[src/rtl/cog_cap.sv]
// cog_cap: pin edge capture unit.
// Queues timestamp or delta values of selected pin edges in a FIFO.
module cog_cap #(
  parameter int          DEPTH     = 4,
  parameter logic [31:0] TICK_INIT = 32'h0
) (
  input  logic        clk_cog,
  input  logic        ena,
  input  logic        setcap,
  input  logic [31:0] data,
  input  logic [31:0] pin_in,
  input  logic        rdcap,
  output logic [31:0] capval,
  output logic        caplvl,
  output logic        capvld,
  output logic [4:0]  capcnt,
  output logic        ovf
);

  localparam int         AW   = $clog2(DEPTH);
  localparam logic [4:0] FULL = 5'(DEPTH);

  logic [7:0]    r_cfg;
  logic [1:0]    r_dly;
  logic [31:0]   r_tick;
  logic [31:0]   r_last;
  logic          r_armed;
  logic          r_ovf;
  logic [32:0]   r_mem [DEPTH];
  logic [AW-1:0] r_rptr;
  logic [AW-1:0] r_wptr;
  logic [4:0]    r_cnt;

  logic        w_pin;
  logic        w_delta;
  logic        w_qual;
  logic        w_push;
  logic        w_empty;
  logic        w_full;
  logic        w_pop;
  logic        w_wr;
  logic        w_drop;
  logic        w_lvl;
  logic [31:0] w_val;
  logic        w_unused;

  assign w_unused = ^data[31:8];

  assign w_pin   = pin_in[r_cfg[4:0]];
  assign w_delta = r_cfg[7];
  assign w_lvl   = r_dly[0];

  // setcap swallows any edge in its cycle
  assign w_qual  = ~setcap &
                   (((r_dly == 2'b01) & r_cfg[5]) |
                    ((r_dly == 2'b10) & r_cfg[6]));

  // in delta mode the first edge only arms
  assign w_push  = w_qual & (~w_delta | r_armed);
  assign w_empty = (r_cnt == 5'd0);
  assign w_full  = (r_cnt == FULL);
  assign w_pop   = rdcap & ~w_empty & ~setcap;
  assign w_wr    = w_push & (~w_full | w_pop);
  assign w_drop  = w_push & w_full & ~w_pop;
  assign w_val   = w_delta ? (r_tick - r_last)
                           : r_tick;

  assign capval = w_empty ? 32'h0
                          : r_mem[r_rptr][31:0];
  assign caplvl = ~w_empty & r_mem[r_rptr][32];
  assign capvld = ~w_empty;
  assign capcnt = r_cnt;
  assign ovf    = r_ovf;

  // pin synchronizer, runs through setcap
  always_ff @(posedge clk_cog or negedge ena) begin
    if (!ena) begin
      r_dly <= 2'b00;
    end else begin
      r_dly <= {r_dly[0], w_pin};
    end
  end

  // config, tick counter, delta tracking, overflow
  always_ff @(posedge clk_cog or negedge ena) begin
    if (!ena) begin
      r_cfg   <= 8'h0;
      r_tick  <= TICK_INIT;
      r_last  <= 32'h0;
      r_armed <= 1'b0;
      r_ovf   <= 1'b0;
    end else if (setcap) begin
      r_cfg   <= data[7:0];
      r_tick  <= TICK_INIT;
      r_armed <= 1'b0;
      r_ovf   <= 1'b0;
    end else begin
      r_tick <= r_tick + 32'd1;
      if (w_qual) begin
        r_last  <= r_tick;
        r_armed <= 1'b1;
      end
      if (w_drop) begin
        r_ovf <= 1'b1;
      end
    end
  end

  // circular FIFO storage and occupancy
  always_ff @(posedge clk_cog or negedge ena) begin
    if (!ena) begin
      r_rptr <= '0;
      r_wptr <= '0;
      r_cnt  <= 5'd0;
      for (int i = 0; i < DEPTH; i++) begin
        r_mem[i] <= 33'h0;
      end
    end else if (setcap) begin
      r_rptr <= '0;
      r_wptr <= '0;
      r_cnt  <= 5'd0;
    end else begin
      if (w_wr) begin
        r_mem[r_wptr] <= {w_lvl, w_val};
        r_wptr        <= r_wptr + 1'b1;
      end
      if (w_pop) begin
        r_rptr <= r_rptr + 1'b1;
      end
      unique case ({w_wr, w_pop})
        2'b10:   r_cnt <= r_cnt + 5'd1;
        2'b01:   r_cnt <= r_cnt - 5'd1;
        default: r_cnt <= r_cnt;
      endcase
    end
  end

endmodule

[config.mk]
export PLATFORM = sky130hd
export DESIGN_NAME = cog_cap
export DESIGN_NICKNAME = d
export VERILOG_FILES = /design/src/rtl/cog_cap.sv
export SDC_FILE = /design/constraint.sdc
export NUM_CORES = 1
export LEC_CHECK = 0
export BUFFER_PORTS_ARGS = -buffer_cell sky130_fd_sc_hd__buf_2
export CAP_MARGIN = 20
export CORE_ASPECT_RATIO = 1.25
export CORE_MARGIN = 8
export CORE_UTILIZATION = 55
export CTS_CLUSTER_DIAMETER = 200
export DETAILED_ROUTE_END_ITERATION = 7
export PLACE_DENSITY = 0.75
export SYNTH_ARGS = -nofsm -noshare
export SYNTH_HDL_FRONTEND = slang
export SYNTH_SLANG_ARGS = --single-unit
[constraint.sdc]
create_clock -name clk_cog -period 4.1 [get_ports clk_cog]
set_input_delay 0.82 -clock clk_cog [delete_from_list [all_inputs] [get_ports clk_cog]]
set_output_delay 0.82 -clock clk_cog [all_outputs]
set_load 0.03 [all_outputs]
==> results.json <==
{
  "outcome": "complete, no violations",
  "start_util_pct": 55.3,
  "whs_ns": 0.351,
  "yosysSeqAreaShare_pct": 46.2,
  "cts_made_buffers": 23,
  "regArea_um2": 5430,
  "nets": 1331,
  "end_kind": "flip-flop",
  "pwr-share-comb_pct": 35.3,
  "overflow": 0,
  "routabilityCongestion": 0.928,
  "grt_pass1_wl_mm": 44.8,
  "post-route-period-util_pct": 86.1,
  "setup_viol": 0,
  "vias": 8861,
  "antenna_left": 0,
  "dr.pass1.iters": 5,
  "clock_latency_ns": 0.51,
  "final_cell_mix": "dfrtp_1 (216), nand2_1 (157), o21ai_0 (147)",
  "rsz0062_at_grt": "no",
  "synth_edf_count": 0,
  "fmax_ghz": 0.283,
  "internal_power_mw": 4.81,
  "avgSynthCellArea_um2": 10.1,
  "antenna_found_initial": 0,
  "grt_start_max_net_pins": 94,
  "tns_ns": 0,
  "final_hold_viol_count": 0,
  "clkTransAtPathRegs_ns": 0.06,
  "n_antenna_cell": 0,
  "cts_root_buf": "clkbuf_16",
  "arrival_ns": 3.91,
  "final_common_cell": "dfrtp_1",
  "vdd_ir_drop_max_uv": 351,
  "ys_warn_count": 0,
  "hpwl_mm": 17.7,
  "critPathMaxFanout": 7,
  "p_clk_share_pct": 29.0,
  "synth_top_area_share_pct": 46.2,
  "cts.sinks": 217,
  "port_buffers": 83,
  "yosys.area.top_type": "dfrtp_1",
  "critical_path.slowest_cell": "dfrtp_1",
  "die-area_um2": 26300,
  "viasPerCell": 5.83,
  "routed_wl_mm": 26.4,
  "sw_frac_of_total_pct": 34.7,
  "period_needed_ns": 3.53,
  "crit_top_cell": "inv_1",
  "track_usage_pct": 20.2,
  "io_pins": 108,
  "yosys_most_used_dff": "dfrtp_1",
  "drc_errors": 0,
  "drive_gt1_share_pct": 19.3,
  "synth_cells": 1166,
  "ys_seq_elements": 217,
  "post_drt_wl_per_cell_um": 17.3,
  "rows": 60,
  "die_h_um": 179,
  "htreeDepth": 1,
  "coreArea_um2": 21200,
  "switching_power_mw": 2.56,
  "drv_cap": 0,
  "drt_iter0_markers": 516,
  "clock_path_buffers": 3,
  "post_cts_buffers": 0,
  "critPathLaunchType": "flip-flop",
  "critical_path_class": "flip-flop to flip-flop",
  "cp.required_ns": 4.48,
  "ys_types": 53,
  "p_seq_share_pct": 35.7,
  "hold_buffers": 0,
  "cellLeakagePower_nw": 6.23,
  "crit_path_max_incr_delay_ns": 0.44,
  "cts_resized": 0,
  "design_power_total_mw": 7.38,
  "max-slew-margin-rel_pct": 41.6,
  "grt_pass1_vias": 9176,
  "die-width_um": 147,
  "synth_nets": 1273,
  "async_flop_share_pct": 100,
  "multiInputGateArea_um2": 5900,
  "fin_worst_skew_ns": 0.0183,
  "syn-cell-area_um2": 11800,
  "cellPowerDensity_nw_per_um2": 559,
  "worstMarginPinSlew_ns": 0.854,
  "drv_slew": 0,
  "fill_cells": 1744,
  "hold_class": "primary input to async pin",
  "synth.area.top_cells": "dfrtp_1 (46%), mux4_2 (8.2%), o21ai_0 (6.3%)",
  "area_growth_pct": 12.4,
  "cts_tree": "yes",
  "path_cells": "inv_1 -> ha_1 -> inv_1 -> fa_1 -> a21o_1 -> a311oi_2 -> nor4_1 -> o31a_1 -> nand3b_1 -> and3_1 -> or3_1 -> a31o_1 -> mux2_2"
}
==> worst paths after layout <==
path,slack [ns],endpoint,from,depth (start not counted)
setup / recovery,0.57,r_mem[129],r_tick[0],13
max in group asynchronous,2.68,r_mem[27],ena,2
min in group clk_cog,0.48,r_mem[89],r_mem[89],2
hold reg to reg,0.48,r_mem[89],r_mem[89],2
hold / removal,0.35,capcnt[2],ena,1
setup reg to reg,0.57,r_mem[129],r_tick[0],13
==> flip-flops by register name, summed over array words and instances (netlist names) <==
name	flops
r_mem	132
r_last	32
r_tick	32
r_cfg	8
capcnt	5
r_dly	2
r_rptr	2
r_wptr	2
ovf	1
r_armed	1
==> critical path, delay by kind of cell (launching register included) <==
kind,cells,cell delay (ns)
AND/OR/NAND/NOR,4,0.87
flip-flops,1,0.44
multiplexers,1,0.28
adder cells (fa/ha/maj),2,0.56
AO/OA/AOI/OAI,4,1.11
buffers and inverters,2,0.13
==> power groups by stage <==
stage	Clock [mW]	Sequential (mW)	Combinational [mW]
after global routing	2.25	2.68	2.87
after CTS	2.19	2.64	2.63
final	2.14	2.64	2.60
after global placement	0	2.65	2.56
after detailed placement	0	2.67	2.61
after floorplan	0	2.63	1.94
==> logic make-up after synthesis <==
family | after synthesis | share of synthesized area (%)
xor+xnor | 53 | 3.95
compound gates | 270 | 13.2
buf+inv | 115 | 3.73
simple gates | 356 | 13.7
mux | 116 | 15.0
fa+ha+maj | 39 | 4.22
flops | 217 | 46.2
==> Yosys cell counts, drive strengths merged, types with 2 or more instances <==
library cell,n
nor2,77
nor4,2
nand4,5
a21oi,55
a21boi,2
or3,12
xnor2,27
a211oi,9
o21bai,4
o21a,4
o21ai,147
nor2b,6
o211ai,3
a21o,17
xor2,26
nor3b,3
and4,4
and3,10
dfrtp,217
o22ai,2
buf,12
a31oi,9
mux2i,22
clkbuf,52
ha,38
nand3b,2
and2,35
mux2,51
mux4,43
a211o,4
nand2b,6
a2111oi,2
nor3,6
nand2,161
inv,51
nand3,26
==> metal layers <==
metal,up-vias,part of all wire [%],global-route usage (%)
met5,-,0,0
met2,222,50,34.9
met4,0,2.4,6.03
met3,51,4.4,2.96
li1,4205,-,-
met1,4383,43,25.8
==> cell type report <==
| cell class | instances | share of cell area [%] |
|---|---|---|
| multi-input cells | 834 | 44.7 |
| clock inverters | 13 | 1.23 |
| repair buffers | 97 | 4.20 |
| clock buffers | 29 | 4.68 |
| flip-flops and latches | 217 | 41.1 |
| inverters | 51 | 1.45 |
| well taps | 279 | 2.64 |
==> per-stage QoR <==
stage	util, %	worst slack, ns	cells	instance area (µm²)
3_3_place_gp	58.5	0.654	1478	12400
6_report	62.2	0.571	1520	13200
3_5_place_dp	58.5	0.630	1478	12400
5_1_grt	62.2	0.357	1520	13200
4_1_cts	62.2	0.584	1520	13200
2_1_floorplan	-	1.00	1166	11800
No activity file was read; power rests on OpenSTA's default activity.
